[config.mk]
export PLATFORM = sky130hd
export DESIGN_NAME = ctrl_sequencer_flat
export DESIGN_NICKNAME = d
export VERILOG_FILES = /design/src/rtl/cpu_ctrl_pkg.sv /design/src/rtl/ctrl_sequencer_if.sv /design/src/rtl/ctrl_sequencer_decode.sv /design/src/rtl/ctrl_sequencer.sv /design/src/flat_wrapper.sv
export SDC_FILE = /design/constraint.sdc
export NUM_CORES = 1
export LEC_CHECK = 0
export CAP_MARGIN = 10
export CORE_UTILIZATION = 40
export CTS_CLUSTER_DIAMETER = 200
export DETAILED_ROUTE_END_ITERATION = 12
export GPL_TIMING_DRIVEN = 0
export PLACE_DENSITY_LB_ADDON = 0.08
export RECOVER_POWER = 50
export SLEW_MARGIN = 25
export SYNTH_ARGS = -nofsm -noshare
export SYNTH_HDL_FRONTEND = slang
export SYNTH_SLANG_ARGS = --single-unit
[constraint.sdc]
create_clock -name clk -period 8.3 [get_ports clk]
set_input_delay 1.66 -clock clk [delete_from_list [all_inputs] [get_ports clk]]
set_output_delay 1.66 -clock clk [all_outputs]
set_load 0.01 [all_outputs]
[src/rtl/cpu_ctrl_pkg.sv]
// Shared definitions for the hardwired control unit: opcodes, sequencer
// modes, control-bundle bit positions and opcode classification helpers.
package cpu_ctrl_pkg;

  // Opcodes (IR[31:27] with the default field placement)
  localparam logic [4:0] OP_LD   = 5'd0;
  localparam logic [4:0] OP_LDI  = 5'd1;
  localparam logic [4:0] OP_ST   = 5'd2;
  localparam logic [4:0] OP_ADD  = 5'd3;
  localparam logic [4:0] OP_SUB  = 5'd4;
  localparam logic [4:0] OP_AND  = 5'd5;
  localparam logic [4:0] OP_OR   = 5'd6;
  localparam logic [4:0] OP_SHR  = 5'd7;
  localparam logic [4:0] OP_SHRA = 5'd8;
  localparam logic [4:0] OP_SHL  = 5'd9;
  localparam logic [4:0] OP_ROR  = 5'd10;
  localparam logic [4:0] OP_ROL  = 5'd11;
  localparam logic [4:0] OP_ADDI = 5'd12;
  localparam logic [4:0] OP_ANDI = 5'd13;
  localparam logic [4:0] OP_ORI  = 5'd14;
  localparam logic [4:0] OP_MUL  = 5'd15;
  localparam logic [4:0] OP_DIV  = 5'd16;
  localparam logic [4:0] OP_NEG  = 5'd17;
  localparam logic [4:0] OP_NOT  = 5'd18;
  localparam logic [4:0] OP_BR   = 5'd19;
  localparam logic [4:0] OP_JR   = 5'd20;
  localparam logic [4:0] OP_JAL  = 5'd21;
  localparam logic [4:0] OP_IN   = 5'd22;
  localparam logic [4:0] OP_OUT  = 5'd23;
  localparam logic [4:0] OP_MFHI = 5'd24;
  localparam logic [4:0] OP_MFLO = 5'd25;
  localparam logic [4:0] OP_NOP  = 5'd26;
  localparam logic [4:0] OP_HALT = 5'd27;

  // Sequencer mode
  typedef enum logic [1:0] {
    MODE_RESET,
    MODE_FETCH,
    MODE_EXEC,
    MODE_HALT
  } mode_t;

  // Control bundle bit positions
  localparam int unsigned B_READ     = 0;
  localparam int unsigned B_WRITE    = 1;
  localparam int unsigned B_INCPC    = 2;
  localparam int unsigned B_PC_EN    = 3;
  localparam int unsigned B_Z_EN     = 4;
  localparam int unsigned B_MDR_EN   = 5;
  localparam int unsigned B_MAR_EN   = 6;
  localparam int unsigned B_Y_EN     = 7;
  localparam int unsigned B_HI_EN    = 8;
  localparam int unsigned B_LO_EN    = 9;
  localparam int unsigned B_IR_EN    = 10;
  localparam int unsigned B_OUTP_EN  = 11;
  localparam int unsigned B_PCOUT    = 12;
  localparam int unsigned B_ZHIGHOUT = 13;
  localparam int unsigned B_ZLOWOUT  = 14;
  localparam int unsigned B_HIOUT    = 15;
  localparam int unsigned B_LOOUT    = 16;
  localparam int unsigned B_MDROUT   = 17;
  localparam int unsigned B_INPOUT   = 18;
  localparam int unsigned B_COUT     = 19;
  localparam int unsigned B_BAOUT    = 20;
  localparam int unsigned B_CONIN    = 21;
  localparam int unsigned B_GRA      = 22;
  localparam int unsigned B_GRB      = 23;
  localparam int unsigned B_GRC      = 24;
  localparam int unsigned B_RIN      = 25;
  localparam int unsigned B_ROUT     = 26;

  // Instruction families sharing one execute sequence
  typedef enum logic [3:0] {
    CL_RALU,
    CL_IMM,
    CL_MULDIV,
    CL_UNARY,
    CL_LD,
    CL_LDI,
    CL_ST,
    CL_BR,
    CL_JR,
    CL_IN,
    CL_OUT,
    CL_MFHI,
    CL_MFLO,
    CL_HALT,
    CL_NONE
  } op_class_t;

  function automatic op_class_t op_class(input logic [4:0] op);
    op_class_t c;
    c = CL_NONE;
    if (op inside {[OP_ADD:OP_ROL]})        c = CL_RALU;
    else if (op inside {[OP_ADDI:OP_ORI]})  c = CL_IMM;
    else if (op inside {OP_MUL, OP_DIV})    c = CL_MULDIV;
    else if (op inside {OP_NEG, OP_NOT})    c = CL_UNARY;
    else begin
      case (op)
        OP_LD:   c = CL_LD;
        OP_LDI:  c = CL_LDI;
        OP_ST:   c = CL_ST;
        OP_BR:   c = CL_BR;
        OP_JR:   c = CL_JR;
        OP_IN:   c = CL_IN;
        OP_OUT:  c = CL_OUT;
        OP_MFHI: c = CL_MFHI;
        OP_MFLO: c = CL_MFLO;
        OP_HALT: c = CL_HALT;
        default: c = CL_NONE;  // nop, jal, undefined
      endcase
    end
    return c;
  endfunction

  // Final T-step of the execute phase for each family
  function automatic logic [2:0] last_step_of(input op_class_t c);
    logic [2:0] s;
    case (c)
      CL_RALU, CL_IMM, CL_LDI: s = 3'd5;
      CL_MULDIV, CL_BR:        s = 3'd6;
      CL_UNARY:                s = 3'd4;
      CL_LD, CL_ST:            s = 3'd7;
      default:                 s = 3'd3;
    endcase
    return s;
  endfunction

endpackage

[src/rtl/ctrl_sequencer_if.sv]
// Sequencer-to-datapath bundle: instruction/flag inputs, control strobes
// and debug status. The sequencer is the master.
interface ctrl_sequencer_if #(
  parameter int IR_W = 32,
  parameter int NCTL = 27
);
  logic [IR_W-1:0] IR;
  logic            CON_FF;
  logic            Stop;
  logic [NCTL-1:0] ctrl;
  logic [2:0]      step;
  logic            run;

  modport master (
    input  IR, CON_FF, Stop,
    output ctrl, step, run
  );

  modport slave (
    output IR, CON_FF, Stop,
    input  ctrl, step, run
  );
endinterface

[src/rtl/ctrl_sequencer_decode.sv]
// Combinational decode of {mode, step, opcode, CON_FF} into the datapath
// control bundle, plus the flag marking the final step of an instruction.
module ctrl_decode
  import cpu_ctrl_pkg::*;
#(
  parameter int NCTL = 27
) (
  input  mode_t           mode,
  input  logic [2:0]      step,
  input  logic [4:0]      opcode,
  input  logic            con_ff,
  output logic [NCTL-1:0] ctrl,
  output logic            last_step
);

  op_class_t cls;
  assign cls = op_class(opcode);

  // Strobe decode; all strobes default low so RESET/HALT drive nothing
  always_comb begin
    ctrl      = '0;
    last_step = 1'b0;
    case (mode)
      MODE_FETCH: begin
        case (step)
          3'd0: begin
            ctrl[B_PCOUT] = 1'b1; ctrl[B_MAR_EN] = 1'b1;
            ctrl[B_INCPC] = 1'b1; ctrl[B_Z_EN]   = 1'b1;
          end
          3'd1: begin
            ctrl[B_ZLOWOUT] = 1'b1; ctrl[B_INCPC]  = 1'b1; ctrl[B_PC_EN] = 1'b1;
            ctrl[B_READ]    = 1'b1; ctrl[B_MDR_EN] = 1'b1;
          end
          3'd2: begin
            ctrl[B_MDROUT] = 1'b1; ctrl[B_IR_EN] = 1'b1;
          end
          default: ;
        endcase
      end
      MODE_EXEC: begin
        last_step = (step == last_step_of(cls));
        case (cls)
          CL_RALU, CL_IMM: begin
            case (step)
              3'd3: begin ctrl[B_GRB] = 1'b1; ctrl[B_ROUT] = 1'b1; ctrl[B_Y_EN] = 1'b1; end
              3'd4: begin
                if (cls == CL_RALU) begin
                  ctrl[B_GRC] = 1'b1; ctrl[B_ROUT] = 1'b1;
                end else begin
                  ctrl[B_COUT] = 1'b1;
                end
                ctrl[B_Z_EN] = 1'b1;
              end
              3'd5: begin ctrl[B_ZLOWOUT] = 1'b1; ctrl[B_GRA] = 1'b1; ctrl[B_RIN] = 1'b1; end
              default: ;
            endcase
          end
          CL_MULDIV: begin
            case (step)
              3'd3: begin ctrl[B_GRA] = 1'b1; ctrl[B_ROUT] = 1'b1; ctrl[B_Y_EN] = 1'b1; end
              3'd4: begin ctrl[B_GRB] = 1'b1; ctrl[B_ROUT] = 1'b1; ctrl[B_Z_EN] = 1'b1; end
              3'd5: begin ctrl[B_ZLOWOUT] = 1'b1; ctrl[B_LO_EN] = 1'b1; end
              3'd6: begin ctrl[B_ZHIGHOUT] = 1'b1; ctrl[B_HI_EN] = 1'b1; end
              default: ;
            endcase
          end
          CL_UNARY: begin
            case (step)
              3'd3: begin ctrl[B_GRB] = 1'b1; ctrl[B_ROUT] = 1'b1; ctrl[B_Z_EN] = 1'b1; end
              3'd4: begin ctrl[B_ZLOWOUT] = 1'b1; ctrl[B_GRA] = 1'b1; ctrl[B_RIN] = 1'b1; end
              default: ;
            endcase
          end
          // ld/ldi/st share the effective-address computation in T3..T4
          CL_LD, CL_LDI, CL_ST: begin
            case (step)
              3'd3: begin ctrl[B_GRB] = 1'b1; ctrl[B_BAOUT] = 1'b1; ctrl[B_Y_EN] = 1'b1; end
              3'd4: begin ctrl[B_COUT] = 1'b1; ctrl[B_Z_EN] = 1'b1; end
              3'd5: begin
                ctrl[B_ZLOWOUT] = 1'b1;
                if (cls == CL_LDI) begin
                  ctrl[B_GRA] = 1'b1; ctrl[B_RIN] = 1'b1;
                end else begin
                  ctrl[B_MAR_EN] = 1'b1;
                end
              end
              3'd6: begin
                if (cls == CL_LD) begin
                  ctrl[B_READ] = 1'b1; ctrl[B_MDR_EN] = 1'b1;
                end else if (cls == CL_ST) begin
                  ctrl[B_GRA] = 1'b1; ctrl[B_ROUT] = 1'b1; ctrl[B_MDR_EN] = 1'b1;
                end
              end
              3'd7: begin
                if (cls == CL_LD) begin
                  ctrl[B_MDROUT] = 1'b1; ctrl[B_GRA] = 1'b1; ctrl[B_RIN] = 1'b1;
                end else if (cls == CL_ST) begin
                  ctrl[B_WRITE] = 1'b1;
                end
              end
              default: ;
            endcase
          end
          CL_BR: begin
            case (step)
              3'd3: begin ctrl[B_GRA] = 1'b1; ctrl[B_ROUT] = 1'b1; ctrl[B_CONIN] = 1'b1; end
              3'd4: begin ctrl[B_PCOUT] = 1'b1; ctrl[B_Y_EN] = 1'b1; end
              3'd5: begin ctrl[B_COUT] = 1'b1; ctrl[B_Z_EN] = 1'b1; end
              3'd6: begin
                if (con_ff) begin
                  ctrl[B_ZLOWOUT] = 1'b1; ctrl[B_PC_EN] = 1'b1;
                end
              end
              default: ;
            endcase
          end
          CL_JR: if (step == 3'd3) begin
            ctrl[B_GRA] = 1'b1; ctrl[B_ROUT] = 1'b1; ctrl[B_PC_EN] = 1'b1;
          end
          CL_IN: if (step == 3'd3) begin
            ctrl[B_INPOUT] = 1'b1; ctrl[B_GRA] = 1'b1; ctrl[B_RIN] = 1'b1;
          end
          CL_OUT: if (step == 3'd3) begin
            ctrl[B_GRA] = 1'b1; ctrl[B_ROUT] = 1'b1; ctrl[B_OUTP_EN] = 1'b1;
          end
          CL_MFHI: if (step == 3'd3) begin
            ctrl[B_HIOUT] = 1'b1; ctrl[B_GRA] = 1'b1; ctrl[B_RIN] = 1'b1;
          end
          CL_MFLO: if (step == 3'd3) begin
            ctrl[B_LOOUT] = 1'b1; ctrl[B_GRA] = 1'b1; ctrl[B_RIN] = 1'b1;
          end
          default: ;  // nop, jal, halt, undefined: one idle step
        endcase
      end
      default: ;
    endcase
  end

endmodule

[src/rtl/ctrl_sequencer.sv]
// Multi-cycle hardwired control unit: holds {mode, step} and advances
// through fetch and execute T-steps; strobes come from ctrl_decode.
module ctrl_sequencer
  import cpu_ctrl_pkg::*;
#(
  parameter int IR_W   = 32,
  parameter int OP_LSB = 27,
  parameter int NCTL   = 27
) (
  input logic               clk,
  input logic               clr,
  ctrl_sequencer_if.master  bus
);

  if (OP_LSB + 5 > IR_W) begin : g_bad_opcode_field
    $error("opcode field does not fit in IR");
  end

  mode_t           mode;
  logic [2:0]      step;
  logic [4:0]      opcode;
  logic [NCTL-1:0] ctrl_d;
  logic            last_step;
  logic            halt_req;

  assign opcode   = bus.IR[OP_LSB+4:OP_LSB];
  assign halt_req = bus.Stop || (opcode == OP_HALT);

  ctrl_decode #(
    .NCTL (NCTL)
  ) u_decode (
    .mode      (mode),
    .step      (step),
    .opcode    (opcode),
    .con_ff    (bus.CON_FF),
    .ctrl      (ctrl_d),
    .last_step (last_step)
  );

  // Mode/step sequencing; clr low returns to RESET immediately
  always_ff @(posedge clk or negedge clr) begin
    if (!clr) begin
      mode <= MODE_RESET;
      step <= '0;
    end else begin
      case (mode)
        MODE_RESET: begin
          mode <= MODE_FETCH;
          step <= '0;
        end
        MODE_FETCH: begin
          if (step == 3'd2) begin
            mode <= MODE_EXEC;
            step <= 3'd3;
          end else begin
            step <= step + 3'd1;
          end
        end
        MODE_EXEC: begin
          if (last_step) begin
            mode <= halt_req ? MODE_HALT : MODE_FETCH;
            step <= '0;
          end else begin
            step <= step + 3'd1;
          end
        end
        MODE_HALT: begin
          mode <= MODE_HALT;
          step <= '0;
        end
        default: begin
          mode <= MODE_RESET;
          step <= '0;
        end
      endcase
    end
  end

  assign bus.ctrl = ctrl_d;
  assign bus.step = step;
  assign bus.run  = (mode == MODE_FETCH) || (mode == MODE_EXEC);

endmodule

[src/flat_wrapper.sv]
// flat-port wrapper written by rule: the top's interface ports become plain ports
module ctrl_sequencer_flat import cpu_ctrl_pkg::*;
#(
  parameter int IR_W   = 32,
  parameter int OP_LSB = 27,
  parameter int NCTL   = 27
)
  (clk, clr, bus_IR, bus_CON_FF, bus_Stop, bus_ctrl, bus_step, bus_run);
  ctrl_sequencer_if #(.IR_W(IR_W), .NCTL(NCTL)) bus_i ();
  input logic clk;
  input logic clr;
  input wire logic [$bits(bus_i.IR)-1:0] bus_IR;
  input wire logic [$bits(bus_i.CON_FF)-1:0] bus_CON_FF;
  input wire logic [$bits(bus_i.Stop)-1:0] bus_Stop;
  output wire logic [$bits(bus_i.ctrl)-1:0] bus_ctrl;
  output wire logic [$bits(bus_i.step)-1:0] bus_step;
  output wire logic [$bits(bus_i.run)-1:0] bus_run;
  assign bus_i.IR = bus_IR;
  assign bus_i.CON_FF = bus_CON_FF;
  assign bus_i.Stop = bus_Stop;
  assign bus_ctrl = bus_i.ctrl;
  assign bus_step = bus_i.step;
  assign bus_run = bus_i.run;
  ctrl_sequencer #(.IR_W(IR_W), .OP_LSB(OP_LSB), .NCTL(NCTL)) u_core (.clk(clk), .clr(clr), .bus(bus_i));
endmodule
==> impl_metrics.env <==
export IMPL_status="finished, violations left"
export IMPL_violations="capacitance limit, slew limit"
export IMPL_clk_path_buf_depth=2
export IMPL_avgSynthCellArea_um2=7.15
export IMPL_viasPerCell=5.85
export IMPL_critPathKind="input port to output pin"
export IMPL_grt_pass1_vias=1563
export IMPL_ys_ff_latch=5
export IMPL_hold_depth=2
export IMPL_ant_nets=0
export IMPL_leakage_uw=0.000724
export IMPL_seq_area_um2=125
export IMPL_dr_pass1_iters=4
export IMPL_fp_dieH_um=63.5
export IMPL_rr_endpoint="u_core.mode[1]"
export IMPL_r2r_cells=7
export IMPL_syn_nets=264
export IMPL_critical_path_top_delay_family="compound AO/OA/AOI/OAI gates"
export IMPL_dominantRegCellSynth="dfrtp_1"
export IMPL_dp_cells=297
export IMPL_postCtsSetupRepairBufs=0
export IMPL_ir_worst_vdd_uv=137
export IMPL_n_fill_cell=372
export IMPL_numCtsBuffers=3
export IMPL_setup_violations=0
export IMPL_postCtsHoldBufs=0
export IMPL_power_per_cell_area_nw_per_um2=60.2
export IMPL_worstPathRequired_ps=6640
export IMPL_drv_slew=6
export IMPL_crit_fanout=8
export IMPL_fin_crit_sh=0.899
export IMPL_drive_gt1_frac=0.0824
export IMPL_final_util=0.563
export IMPL_cts_sinks=5
export IMPL_maxCapViolCount=1
export IMPL_ys_async_sr_fraction=1.00
export IMPL_initial_core_util=0.437
export IMPL_core_area_um2=3470
export IMPL_io_pins=67
export IMPL_grt_pass1_wl_mm=7.40
export IMPL_whs_endpoint="u_core.mode[1]"
export IMPL_synth_area_um2=1520
export IMPL_worst_pin_slew_ps=1550
export IMPL_cp_buffers_inverters=3
export IMPL_ctsHtreeMaxLevel=1
export IMPL_start_kind="input port"
export IMPL_path_cells="dlygate4sd3_1, inv_1, ha_1, or4_1, a22o_1, a2111oi_0, o21ai_0, o21ai_0, nor2b_1, clkdlybuf4s50_1"
export IMPL_r2r_slack_ps=6300
export IMPL_ys_seq_area_frac=0.0826
export IMPL_diodes=0
export IMPL_tns_ps=0
export IMPL_slew_headroom=-0.0611
export IMPL_grt_max_degree=11
export IMPL_cp_common_cell="o21ai_0"
export IMPL_multi_input_area_um2=1220
export IMPL_drt_iter0_drc=143
export IMPL_antenna_found_initial=0
export IMPL_cp_slowest_stage_delay_ps=1300
export IMPL_wl_per_cell_um=14.8
export IMPL_clk_pin_slew_worst_paths_ps=40
export IMPL_rsz0062_at_grt="no"
export IMPL_netlist_instances=212
export IMPL_finalClockSkew_ps=0.847
export IMPL_critPathArrivalTime_ps=5800
export IMPL_synth_cell_types=65
export IMPL_cts_root_buf="clkbuf_8"
export IMPL_end_kind="output pin"
export IMPL_post_dp_hpwl_mm=3.42
export IMPL_grt_overflow_total=0
export IMPL_crit_path_top_delay_cell="a2111oi_0"
export IMPL_ys_warn_count=0
export IMPL_worstReg2RegStart="u_core.bus.step[0]"
export IMPL_cts_resized=0
export IMPL_fin_cells=301
export IMPL_final_nets=308
export IMPL_cts_tree="yes"
export IMPL_synth_edf_count=0
export IMPL_clock_latency_ps=220
export IMPL_via_count=1760
export IMPL_grt_use_total=0.225
export IMPL_gp_congestion=0.993
export IMPL_rows=21
export IMPL_hp_start="u_core.mode[1]"
export IMPL_hold_path_class="flop to flop"
export IMPL_layout_min_cycle_time_ps=7460
export IMPL_synthToLayoutAreaGrowth_pct=28.8
export IMPL_port_buffers=39
export IMPL_drt_wl_total_mm=4.45
export IMPL_dieArea_um2=4040
export IMPL_fmax_ghz=0.134
export IMPL_die_w_um=63.5
export IMPL_drc=0
export IMPL_finalHoldViolations=0
-- logic make-up (layout without fill, tap and decap cells) --
logic type	count (synthesis)	in the layout	synth area share
compound gates	60	60	0.304
fa+ha+maj	16	16	0.132
buf+inv	25	68	0.0768
flops	5	5	0.0826
mux	1	1	0.00661
simple gates	105	105	0.398
-- synth_stat cells (all sizes together) (3+ instances only) --
cell type,n,area [um2]
inv,11,41.3
a211oi,3,27.5
nor3,12,76.3
a21oi,14,70.1
o211ai,5,61.3
o21ai,10,50.1
and3,4,25.0
nand2b,3,18.8
nand3,9,45.0
dfrtp,5,125
nor2,20,87.6
a2111oi,3,51.3
nand2,21,78.8
or2,5,31.3
or4,5,37.5
clkbuf,7,26.3
ha,16,200
nor2b,8,50.1
buf,7,48.8
a31oi,7,43.8
-- state kept, by name (all words and copies together) (netlist names) --
register         count
u_core.bus.step      3
u_core.mode          2
-- report_power, final --
part	leakage, uW	internal [uW]	switching [uW]
Clock	0.0000228	33.0	12.1
Sequential	0.0000594	24.5	0
Combinational	0.000642	16.9	31.0
Total	0.000724	74.4	43.2
-- layout by cell type, fill, tap and decap left out, types with 9 or more instances in the layout --
master	instances
nand3_1	9
dlygate4sd3_1	9
a21oi_1	14
clkbuf_1	9
inv_1	11
ha_1	16
nor3_1	11
clkdlybuf4s50_1	30
nor2_1	18
nand2_1	21
-- how the worst max path moves through the flow --
| stage | from | end | slack [ps] | cells after the start |
|---|---|---|---|---|
| final | bus_IR[27] | bus_ctrl[23] | 840 | 10 |
| after global routing | bus_IR[27] | bus_ctrl[23] | 610 | 10 |
| after CTS | bus_IR[28] | bus_ctrl[4] | 1260 | 10 |
| after detailed placement | bus_IR[28] | bus_ctrl[4] | 1270 | 10 |
| after global placement | bus_IR[28] | bus_ctrl[4] | 1260 | 10 |
| after floorplan | bus_IR[27] | bus_ctrl[4] | 2760 | 8 |
-- layout make-up --
cell class	instances	share of cell area
multi-input combinational	182	0.624
tap	46	0.0295
buffer	14	0.0378
sequential	5	0.0641
inverter	11	0.0212
clock buffer	4	0.0231
timing repair buffer	39	0.200
-- through the flow --
step           area, um2  setup slack [ps]  hold slack (ps)  total power [uW]
2_1_floorplan       1520              2760              514              59.8
3_3_place_gp        1960              1260              576              75.1
3_5_place_dp        1960              1270              561              75.0
4_1_cts             2010              1260              568               121
5_1_grt             1950               613              581               125
6_report            1950               842              563               118
-- tightest hold or removal path, delay by kind of cell, from the launching register on --
kind	cells	cell delay (ps)
flops	1	380
compound gates	2	140
-- routing by layer --
| layer | share of wire | vias to the layer above | GRT usage |
|---|---|---|---|
| met5 | 0 | - | 0 |
| met4 | 0.018 | 0 | 0.0625 |
| met3 | 0.052 | 9 | 0.0272 |
| met2 | 0.46 | 69 | 0.368 |
| met1 | 0.47 | 809 | 0.305 |
| li1 | - | 873 | - |
No activity file was read; power rests on OpenSTA's default activity.
